`src/rtl/seg7_pkg.sv`:
```
// Shared constants, types and small helpers for the multiplexed
// seven-segment display driver.
package seg7_pkg;

    localparam int N_DIGITS = 4;

    typedef logic [7:0] seg_pattern_t;
    typedef logic [3:0] digit_sel_t;

    localparam seg_pattern_t SEG_OFF = 8'hFF;
    localparam digit_sel_t   DIG_OFF = 4'hF;

    function automatic digit_sel_t digit_onehot(input logic [1:0] idx);
        digit_onehot = digit_sel_t'(4'b0001 << idx);
    endfunction

endpackage

```
`src/rtl/seg7_slot_timer.sv`:
```
// Digit slot timer: counts cycles within a slot, steps the digit index on
// each wrap, and flags the blanking window and the frame boundary cycle.
module seg7_slot_timer #(
    parameter int DIGIT_PERIOD = 50000,
    parameter int BLANK_CYCLES = 500
) (
    input  logic       clk_i,
    input  logic       rst_ni,
    output logic [1:0] idx_o,
    output logic       blank_o,
    output logic       boundary_o
);

    localparam int CW = $clog2(DIGIT_PERIOD);
    localparam logic [CW-1:0] CNT_LAST = CW'(DIGIT_PERIOD - 1);
    localparam logic [CW-1:0] CNT_ONE  = CW'(1);

    if (DIGIT_PERIOD < 2) begin : g_bad_period
        $error("seg7_slot_timer: DIGIT_PERIOD must be at least 2");
    end
    if ((BLANK_CYCLES < 0) || (BLANK_CYCLES >= DIGIT_PERIOD)) begin : g_bad_blank
        $error("seg7_slot_timer: BLANK_CYCLES must satisfy 0 <= BLANK_CYCLES < DIGIT_PERIOD");
    end

    logic [CW-1:0] cnt_q;
    logic [CW-1:0] cnt_d;
    logic [1:0]    idx_q;
    logic [1:0]    idx_d;
    logic          wrap_s;

    assign wrap_s = (cnt_q == CNT_LAST);

    // Next slot position: advance the count, move to the next digit on wrap.
    always_comb begin
        cnt_d = cnt_q + CNT_ONE;
        idx_d = idx_q;
        if (wrap_s) begin
            cnt_d = '0;
            idx_d = idx_q + 2'd1;
        end else begin
            idx_d = idx_q;
        end
    end

    // Slot position registers.
    always_ff @(posedge clk_i or negedge rst_ni) begin
        if (!rst_ni) begin
            cnt_q <= '0;
            idx_q <= 2'd0;
        end else begin
            cnt_q <= cnt_d;
            idx_q <= idx_d;
        end
    end

    if (BLANK_CYCLES == 0) begin : g_no_blank
        assign blank_o = 1'b0;
    end else begin : g_blank
        localparam logic [CW-1:0] BLANK_LIMIT = CW'(BLANK_CYCLES);
        assign blank_o = (cnt_q < BLANK_LIMIT);
    end

    assign idx_o      = idx_q;
    assign boundary_o = wrap_s && (idx_q == 2'd3);

endmodule

```
`src/rtl/seg7_scan_driver.sv`:
```
// Four-digit time-multiplexed seven-segment driver with a shadow/active
// double buffer that only swaps at frame boundaries, so frames never tear.
module seg7_scan_driver
    import seg7_pkg::*;
#(
    parameter int DIGIT_PERIOD = 50000,
    parameter int BLANK_CYCLES = 500
) (
    input  logic        clk_50,
    input  logic        reset_n,
    input  logic        load,
    input  logic [31:0] seg_data,
    input  logic [3:0]  digit_mask,
    output logic [7:0]  seg,
    output logic [3:0]  dig,
    output logic        frame_start
);

    logic [1:0] idx_s;
    logic       blank_s;
    logic       boundary_s;

    seg7_slot_timer #(
        .DIGIT_PERIOD (DIGIT_PERIOD),
        .BLANK_CYCLES (BLANK_CYCLES)
    ) u_slot_timer (
        .clk_i      (clk_50),
        .rst_ni     (reset_n),
        .idx_o      (idx_s),
        .blank_o    (blank_s),
        .boundary_o (boundary_s)
    );

    seg_pattern_t [N_DIGITS-1:0] shadow_data_q, shadow_data_d;
    seg_pattern_t [N_DIGITS-1:0] active_data_q, active_data_d;
    digit_sel_t                  shadow_mask_q, shadow_mask_d;
    digit_sel_t                  active_mask_q, active_mask_d;
    logic                        pending_q, pending_d;
    seg_pattern_t                seg_q, seg_d;
    digit_sel_t                  dig_q, dig_d;
    logic                        frame_start_q, frame_start_d;

    // Buffer management: loads land in the shadow; a boundary promotes the
    // shadow, or the incoming word directly when a load coincides with it.
    always_comb begin
        shadow_data_d = shadow_data_q;
        shadow_mask_d = shadow_mask_q;
        active_data_d = active_data_q;
        active_mask_d = active_mask_q;
        pending_d     = pending_q;
        if (load) begin
            shadow_data_d = seg_data;
            shadow_mask_d = digit_mask;
        end else begin
            shadow_data_d = shadow_data_q;
        end
        if (boundary_s) begin
            pending_d = 1'b0;
            if (load) begin
                active_data_d = seg_data;
                active_mask_d = digit_mask;
            end else if (pending_q) begin
                active_data_d = shadow_data_q;
                active_mask_d = shadow_mask_q;
            end else begin
                active_data_d = active_data_q;
            end
        end else if (load) begin
            pending_d = 1'b1;
        end else begin
            pending_d = pending_q;
        end
    end

    // Next output values; masked digits keep their select off but still
    // drive the segment pattern so slot timing is mask-independent.
    always_comb begin
        seg_d         = SEG_OFF;
        dig_d         = DIG_OFF;
        frame_start_d = boundary_s;
        if (blank_s) begin
            seg_d = SEG_OFF;
            dig_d = DIG_OFF;
        end else begin
            seg_d = ~active_data_q[idx_s];
            dig_d = ~(digit_onehot(idx_s) & active_mask_q);
        end
    end

    // Buffer and output registers.
    always_ff @(posedge clk_50 or negedge reset_n) begin
        if (!reset_n) begin
            shadow_data_q <= '0;
            shadow_mask_q <= 4'h0;
            active_data_q <= '0;
            active_mask_q <= 4'h0;
            pending_q     <= 1'b0;
            seg_q         <= SEG_OFF;
            dig_q         <= DIG_OFF;
            frame_start_q <= 1'b0;
        end else begin
            shadow_data_q <= shadow_data_d;
            shadow_mask_q <= shadow_mask_d;
            active_data_q <= active_data_d;
            active_mask_q <= active_mask_d;
            pending_q     <= pending_d;
            seg_q         <= seg_d;
            dig_q         <= dig_d;
            frame_start_q <= frame_start_d;
        end
    end

    assign seg         = seg_q;
    assign dig         = dig_q;
    assign frame_start = frame_start_q;

endmodule

```
`config.mk`:
```
export PLATFORM = sky130hd
export DESIGN_NAME = seg7_scan_driver
export DESIGN_NICKNAME = d
export VERILOG_FILES = /design/src/rtl/seg7_pkg.sv /design/src/rtl/seg7_slot_timer.sv /design/src/rtl/seg7_scan_driver.sv
export SDC_FILE = /design/constraint.sdc
export NUM_CORES = 1
export LEC_CHECK = 0
export ABC_AREA = 0
export BUFFER_PORTS_ARGS = -buffer_cell sky130_fd_sc_hd__buf_4
export CAP_MARGIN = 5
export CORE_MARGIN = 3
export CORE_UTILIZATION = 45
export CTS_BUF_LIST = sky130_fd_sc_hd__clkbuf_8
export DETAILED_ROUTE_END_ITERATION = 8
export PLACE_DENSITY_LB_ADDON = 0.05
export SLEW_MARGIN = 40
export SYNTH_ARGS = -nofsm -noshare
export SYNTH_HDL_FRONTEND = slang
export SYNTH_SLANG_ARGS = --single-unit
export TNS_END_PERCENT = 100
```
`constraint.sdc`:
```
create_clock -name clk_50 -period 6.5 [get_ports clk_50]
set_clock_uncertainty 0.1 [all_clocks]
set_input_delay 1.3 -clock clk_50 [delete_from_list [all_inputs] [get_ports clk_50]]
set_output_delay 1.3 -clock clk_50 [all_outputs]
set_load 0.02 [all_outputs]
```
==> results of run 1 <==
==> worst reg2reg max path, delay by kind of cell, from the launching register on <==
| family | cells | cell delay, ps |
|---|---|---|
| muxes | 1 | 430 |
| adders and majority gates | 1 | 210 |
| DFF | 1 | 410 |
| and+or+nand+nor | 3 | 1580 |
==> cells in the mapped netlist <==
cell type / count / area (um2)
nor4_2: 1 / 12.51
o31ai_1: 1 / 7.510
buf_6: 2 / 22.52
and4_2: 1 / 10.01
nor2b_1: 1 / 6.260
buf_1: 3 / 11.26
nor2_1: 12 / 45.04
nor3_1: 1 / 5.000
a21oi_1: 1 / 5.000
and4b_1: 1 / 10.01
nand3_1: 8 / 40.04
mux2_2: 42 / 473.0
and3b_1: 1 / 8.760
and4_1: 3 / 26.28
dfrtp_1: 92 / 2302
buf_12: 3 / 60.06
dfstp_2: 12 / 315.3
and3_1: 2 / 12.51
inv_1: 2 / 7.510
nand2_1: 14 / 52.55
o21ai_0: 2 / 10.01
mux4_2: 8 / 180.2
xnor2_1: 4 / 35.03
ha_1: 5 / 62.56
and2_1: 1 / 6.260
xor2_1: 10 / 87.58
or3_1: 1 / 6.260
nand4_1: 3 / 18.77
and3_2: 1 / 7.510
mux2_4: 30 / 450.4
clkbuf_2: 1 / 5.000
clkbuf_1: 5 / 18.77
and4bb_1: 1 / 12.51
or4_1: 1 / 7.510
o211ai_1: 1 / 7.510
==> how the worst max path moves through the flow <==
| stage | startpoint | endpoint | slack, ps | depth (start not counted) |
|---|---|---|---|---|
| 2_1_floorplan | load | active_data_q[15] | 3690 | 4 |
| 3_3_place_gp | load | active_data_q[15] | 2950 | 4 |
| 3_5_place_dp | load | active_data_q[15] | 3130 | 4 |
| 4_1_cts | load | active_data_q[15] | 3520 | 4 |
| 5_1_grt | load | active_data_q[23] | 3430 | 4 |
| 6_report | load | active_data_q[15] | 3570 | 4 |
==> kinds of logic after synthesis <==
family,Yosys count
AOI/OAI and AO/OA,5
xor gates and xnor gates,14
adders and majority gates,5
buffers and inverters,16
DFF,104
muxes,80
and+or+nand+nor,53
==> state kept, by name, indices dropped and copies added, names as in the netlist <==
| register | flops |
|---|---|
| frame_start | 1 |
| u_slot_timer.idx_o | 2 |
| shadow_data_q | 32 |
| seg | 8 |
| dig | 4 |
| active_mask_q | 4 |
| active_data_q | 32 |
| pending_q | 1 |
| u_slot_timer.cnt_q | 16 |
| shadow_mask_q | 4 |
==> power groups by stage <==
stage | registers (mW) | logic (mW) | clock network, mW
4_1_cts | 0.674 | 0.0702 | 0.435
5_1_grt | 0.677 | 0.0764 | 0.460
3_3_place_gp | 0.686 | 0.0694 | 0
6_report | 0.674 | 0.0674 | 0.421
3_5_place_dp | 0.687 | 0.0698 | 0
2_1_floorplan | 0.685 | 0.0322 | 0
==> through the flow <==
stage	hold slack, ps	utilization
after CTS	332.9	0.5366
final	327.1	0.5366
after floorplan	295.6	-
after global placement	324.8	0.5137
after global routing	346.4	0.5366
after detailed placement	313.5	0.5140
==> area by class of cell <==
| type | instances | area share |
|---|---|---|
| Sequential cell | 104 | 0.5230 |
| Multi-Input combinational cell | 157 | 0.3217 |
| Timing Repair Buffer | 53 | 0.07950 |
| Tap cell | 129 | 0.03225 |
| Clock buffer | 9 | 0.02475 |
| Clock inverter | 7 | 0.01725 |
| Inverter | 2 | 0.001500 |
==> routing by layer <==
| layer | up-vias | GRT usage | share of wire |
|---|---|---|---|
| li1 | 1076 | - | - |
| met1 | 1149 | 0.2037 | 0.49 |
| met2 | 38 | 0.2228 | 0.46 |
| met3 | 10 | 0.02917 | 0.035 |
| met4 | 0 | 0.05508 | 0.015 |
| met5 | - | 0 | 0 |
==> impl_metrics.py, run 1 <==
metrics = {
    "final_layout": {
        "layout.nets": 371,
        "drive_above_1_share": 0.4970,
        "final_cell_mix": "dfrtp_1, buf_4, mux2_2",
        "multi_input_area_um2": 1610,
        "diodes": 0,
        "fin_cells": 461,
        "final_common_cell": "dfrtp_1",
        "syn2layout_area_growth_pct": 15.07,
        "final_design_area_no_fill_um2": 5005,
        "fillCellCount": 787,
        "area.sequential_um2": 2618,
    },
    "floorplanning": {
        "initial_core_util": 0.4663,
        "die_w_um": 104.3,
        "die_y_um": 104.3,
        "rows": 35,
        "dieArea_um2": 10880,
        "io_pins": 52,
        "coreArea_um2": 9328,
    },
    "cts": {
        "cts-root-buf": "clkbuf_8",
        "clock_path_buffers": 2,
        "numCtsBuffers": 9,
        "cts_resized": 0,
        "htreeDepth": 3,
        "post-cts-setup-buffer-count": 0,
        "insertion_delay_ps": 360,
        "clk_pin_slew_ps": 110,
        "clkSinkCount": 104,
        "cts_tree": "yes",
        "hold_buffers": 0,
    },
    "sta": {
        "period_share": 0.4512,
        "tightest_slew_ps": 774.0,
        "timing.final.ws_setup_ps": 3567,
        "hold_viol_final": 0,
        "slew_viol_final": 0,
        "finalSetupViolCount": 0,
        "rsz0062_at_grt": "no",
        "finalSetupTns_ps": 0,
        "finalCriticalPeriod_ps": 2933,
        "relSlewSlack": 0.4840,
        "max_freq_ghz": 0.3409,
    },
    "global_routing": {
        "grt_pass1_vias": 2523,
        "antenna_found_initial": 0,
        "track_usage": 0.1449,
        "grt_max_degree": 56,
        "grt_pass1_wl_mm": 12.72,
        "globalRouteOverflowTotal": 0,
    },
    "detailed_routing": {
        "viasPerCell": 4.931,
        "final_antenna_net_count": 0,
        "dr.first_iter.drc_count": 57,
        "first_pass_iters": 4,
        "drt_wl_total_mm": 7.148,
        "vias": 2273,
        "drc_errors": 0,
        "wl_per_cell_um": 15.51,
    },
    "pwr": {
        "leakagePower_nw": 2.267,
        "p_comb_frac": 0.058,
        "clkPwrFrac": 0.362,
        "pwr-share-seq": 0.580,
        "total_power_mw": 1.162,
        "p_sw_frac": 0.2326,
        "power_density_nw_per_um2": 232.1,
        "switchingPower_mw": 0.2702,
        "intPower_mw": 0.8915,
        "irDropWorstVdd_v": 0.0001170,
    },
    "yosys": {
        "ys_seq_area_frac": 0.6018,
        "synth-compound-area-share": 0.006904,
        "syn_avg_cell_area_um2": 15.70,
        "postSynthCellCount": 277,
        "yosys_register_bits": 104,
        "netlist_area_um2": 4349,
        "synthesis.nets": 321,
        "yosys_warnings": 0,
        "synth-simple-area-share": 0.06617,
        "yosys.area_share.adder": 0.01438,
        "ys_types": 35,
        "synth_top_family_by_area": "multiplexers",
        "synthMuxAreaShare": 0.2537,
        "synth-xor-area-share": 0.02819,
    },
    "critical_path": {
        "r2r_start": "u_slot_timer.cnt_q[0]",
        "critical_path.cell_chain": "buf_4 > nor2_1 > and3b_4 > mux2_2",
        "cpMaxStageDelayCell": "and3b_4",
        "reg2reg_to": "active_data_q[15]",
        "slowest_delay_ps": 830,
        "cp.arrival_ps": 3080,
        "end_kind": "flip-flop",
        "rr_worst_depth": 5,
        "crit_type": "input pin to flip-flop",
        "cp.required_ps": 6650,
        "cpLargestDelayFamily": "simple AND/OR/NAND/NOR gates",
        "crit_buf_inv": 1,
        "regToRegSetupSlack_ps": 3660,
        "worst-path-max-fanout": 37,
        "start_kind": "input pin",
    },
    "placement": {
        "hpwl_mm": 4.606,
        "dpl-instance-area_um2": 4795,
        "pre_cts_ws_ps": 3132,
        "place_congestion": 0.7296,
        "numPortBuffers": 51,
        "placed_cells": 445,
    },
    "outcome": {
        "status": "complete, no violations",
    },
    "worst_hold_path": {
        "whs_path_depth": 1,
        "hp-class": "flip-flop to flip-flop",
        "whs_endpoint": "dig[0]",
        "hold_start": "active_mask_q[0]",
    },
    "job": {
        "drv_cap": 0,
    },
}
(Power assumes the default switching activity.)
==> run 2, diff against run 1 <==
- ABC_AREA: 0 -> 1
- clock period: 6.5 -> 2.5 ns (I/O delays scaled with it)
==> run 2 against run 1 <==
Routed wire length rose by 40%. Synthesized area up 5.6%. Critical path depth increased by 3. Combinational power increased to 2.6 times the previous value. Sequential cell count stayed put. Worst setup slack got worse by 3100 ps. First-iteration DRC count rose to 3.8 times the previous value. Sequential power rose to 2.6 times the previous value. Die area rose by 5.3%. Core utilization down 0.64 points. Via count rose by 54%. Largest cell class unchanged.
==> impl_metrics.py, run 2 <==
metrics = {
    "yosys": {
        "yosys_register_bits": 104,
        "async_flop_share": 1.000,
        "postSynthCellCount": 522,
        "ys_seq_area_frac": 0.5699,
        "post-synth-top-area-fraction": 0.5012,
        "syn_avg_cell_area_um2": 8.799,
        "synth_area_leaders": "dfrtp_1, nand2_1, dfstp_2",
        "synth_edf_count": 0,
        "yosys.area.top_type": "dfrtp_1",
        "ys_types": 29,
        "yosys_warnings": 0,
        "netlist_area_um2": 4593,
        "synthTopCellsByCount": "nand2_1, dfrtp_1, nor2_1",
        "synth_ff_type": "dfrtp_1",
        "synthesis.nets": 566,
        "synth.most_common_cell": "nand2_1",
    },
    "final_layout": {
        "fillCellCount": 953,
        "diodes": 0,
        "final_design_area_no_fill_um2": 5230,
        "layout.nets": 613,
        "final_cell_mix": "nand2_1, dfrtp_1, buf_4",
        "post-route-util": 0.5302,
        "largest_registers": "active_data_q (32), shadow_data_q (32), u_slot_timer.cnt_q (16)",
        "syn2layout_area_growth_pct": 13.87,
        "fin_cells": 707,
        "final_common_cell": "nand2_1",
        "drive_above_1_share": 0.1707,
    },
    "detailed_routing": {
        "final_antenna_net_count": 0,
        "viasPerCell": 4.966,
        "drt_wl_total_mm": 9.999,
        "first_pass_iters": 4,
        "dr.first_iter.drc_count": 214,
        "drc_errors": 0,
        "wl_per_cell_um": 14.14,
        "vias": 3511,
    },
    "cts": {
        "cts_tree": "yes",
        "post-cts-setup-buffer-count": 0,
        "clkSinkCount": 104,
        "numCtsBuffers": 9,
        "clock_path_buffers": 2,
        "htreeDepth": 3,
        "cts-root-buf": "clkbuf_8",
        "insertion_delay_ps": 370,
        "clk_pin_slew_ps": 110,
    },
    "placement": {
        "pre_cts_ws_ps": 449.0,
        "hpwl_mm": 6.893,
        "numPortBuffers": 51,
        "dpl-instance-area_um2": 5045,
        "placed_cells": 690,
        "place_congestion": 0.8233,
    },
    "global_routing": {
        "grt-busiest-layer": "met2",
        "globalRouteOverflowTotal": 0,
        "use_met3": 0.04696,
        "track_usage": 0.1957,
        "met1_usage": 0.2773,
        "grt_pass1_wl_mm": 17.55,
        "met2_usage": 0.2998,
        "grt_max_degree": 43,
        "antenna_found_initial": 0,
        "grt_pass1_vias": 3513,
    },
    "floorplanning": {
        "initial_core_util": 0.4656,
        "dieArea_um2": 11460,
        "coreArea_um2": 9864,
        "io_pins": 52,
        "rows": 36,
        "die_w_um": 107.0,
        "die_y_um": 107.0,
    },
    "critical_path": {
        "slowest_delay_ps": 460,
        "cp.required_ps": 2710,
        "start_kind": "flip-flop",
        "worst-path-max-fanout": 42,
        "critical_path.cell_chain": "ha_1 > nand2_2 > nor2_4 > nand3_2 > nor2_8 > nand4_1 > nand2_1",
        "crit_type": "flip-flop to flip-flop",
        "crit_buf_inv": 0,
        "end_kind": "flip-flop",
        "cpMaxStageDelayCell": "nor2_8",
        "cp.arrival_ps": 2230,
        "cpLargestDelayFamily": "simple AND/OR/NAND/NOR gates",
    },
    "pwr": {
        "power_density_nw_per_um2": 550.1,
        "leakagePower_nw": 2.756,
        "clkPwrFrac": 0.333,
        "irDropWorstVdd_v": 0.0003795,
        "p_sw_frac": 0.2395,
        "switchingPower_mw": 0.6891,
        "pwr-share-seq": 0.607,
        "p_comb_frac": 0.060,
        "intPower_mw": 2.188,
        "total_power_mw": 2.877,
    },
    "sta": {
        "max_freq_ghz": 0.4951,
        "finalSetupTns_ps": 0,
        "hold_viol_final": 0,
        "tightest_slew_ps": 621.2,
        "slew_viol_final": 0,
        "finalSetupViolCount": 0,
        "rsz0062_at_grt": "no",
        "hold_ws_ps": 250.2,
        "finalCriticalPeriod_ps": 2020,
        "relSlewSlack": 0.5846,
        "period_share": 0.8080,
        "timing.final.ws_setup_ps": 480.0,
    },
    "outcome": {
        "status": "complete, no violations",
    },
    "job": {
        "drv_cap": 0,
    },
    "worst_hold_path": {
        "hp-class": "input pin to flip-flop",
    },
}
[run 2: worst min-delay path, stage by stage]
cell and delay [ps]:
buf_4 80, nand2_1 40, nand2_1 80
[run 2: cell type report]
class | count | area [um2] | share of cell area
Sequential cell | 104 | 2618 | 0.5005
Inverter | 24 | 90.09 | 0.01722
Timing Repair Buffer | 61 | 473.0 | 0.09043
Multi-Input combinational cell | 369 | 1708 | 0.3266
Clock inverter | 6 | 37.54 | 0.007177
Tap cell | 133 | 166.4 | 0.03182
Clock buffer | 10 | 137.6 | 0.02632
[run 2: cell families (layout without fill, tap and decap cells)]
family,Yosys count,in the layout,share of synthesized area
adders and majority gates,5,5,0.01362
and+or+nand+nor,323,323,0.3051
buffers and inverters,49,101,0.05830
xor gates and xnor gates,7,7,0.01335
AOI/OAI and AO/OA,34,34,0.03977
DFF,104,104,0.5699
[run 2: power by group through the flow]
| stage | clock network, mW | registers, mW | logic (mW) |
|---|---|---|---|
| 2_1_floorplan | 0 | 1.78 | 0.0703 |
| 4_1_cts | 0.991 | 1.75 | 0.181 |
| 3_3_place_gp | 0 | 1.78 | 0.176 |
| 5_1_grt | 1.06 | 1.75 | 0.203 |
| 6_report | 0.959 | 1.75 | 0.174 |
| 3_5_place_dp | 0 | 1.78 | 0.179 |
[run 2: worst paths after layout]
kind	from	endpoint	slack [ps]	cells after the start
setup / recovery	u_slot_timer.cnt_q[0]	active_data_q[30]	480	7
hold / removal	seg_data[1]	shadow_data_q[1]	250	3
setup reg to reg	u_slot_timer.cnt_q[0]	active_data_q[30]	480	7
hold reg to reg	active_mask_q[2]	dig[2]	340	1
max in group asynchronous	reset_n	seg[5]	1130	3
min in group asynchronous	reset_n	shadow_data_q[26]	480	2
[run 2: routing by layer]
layer / share of wire / vias up
li1: - / 1768
met1: 0.47 / 1669
met2: 0.47 / 62
met3: 0.043 / 12
met4: 0.014 / 0
met5: 0 / -
[run 2: timing repair]
action | CTS | global route
hold buffers | 1 | 0
hold endpoints to repair | 21 | 0
resized for setup | 0 | 0
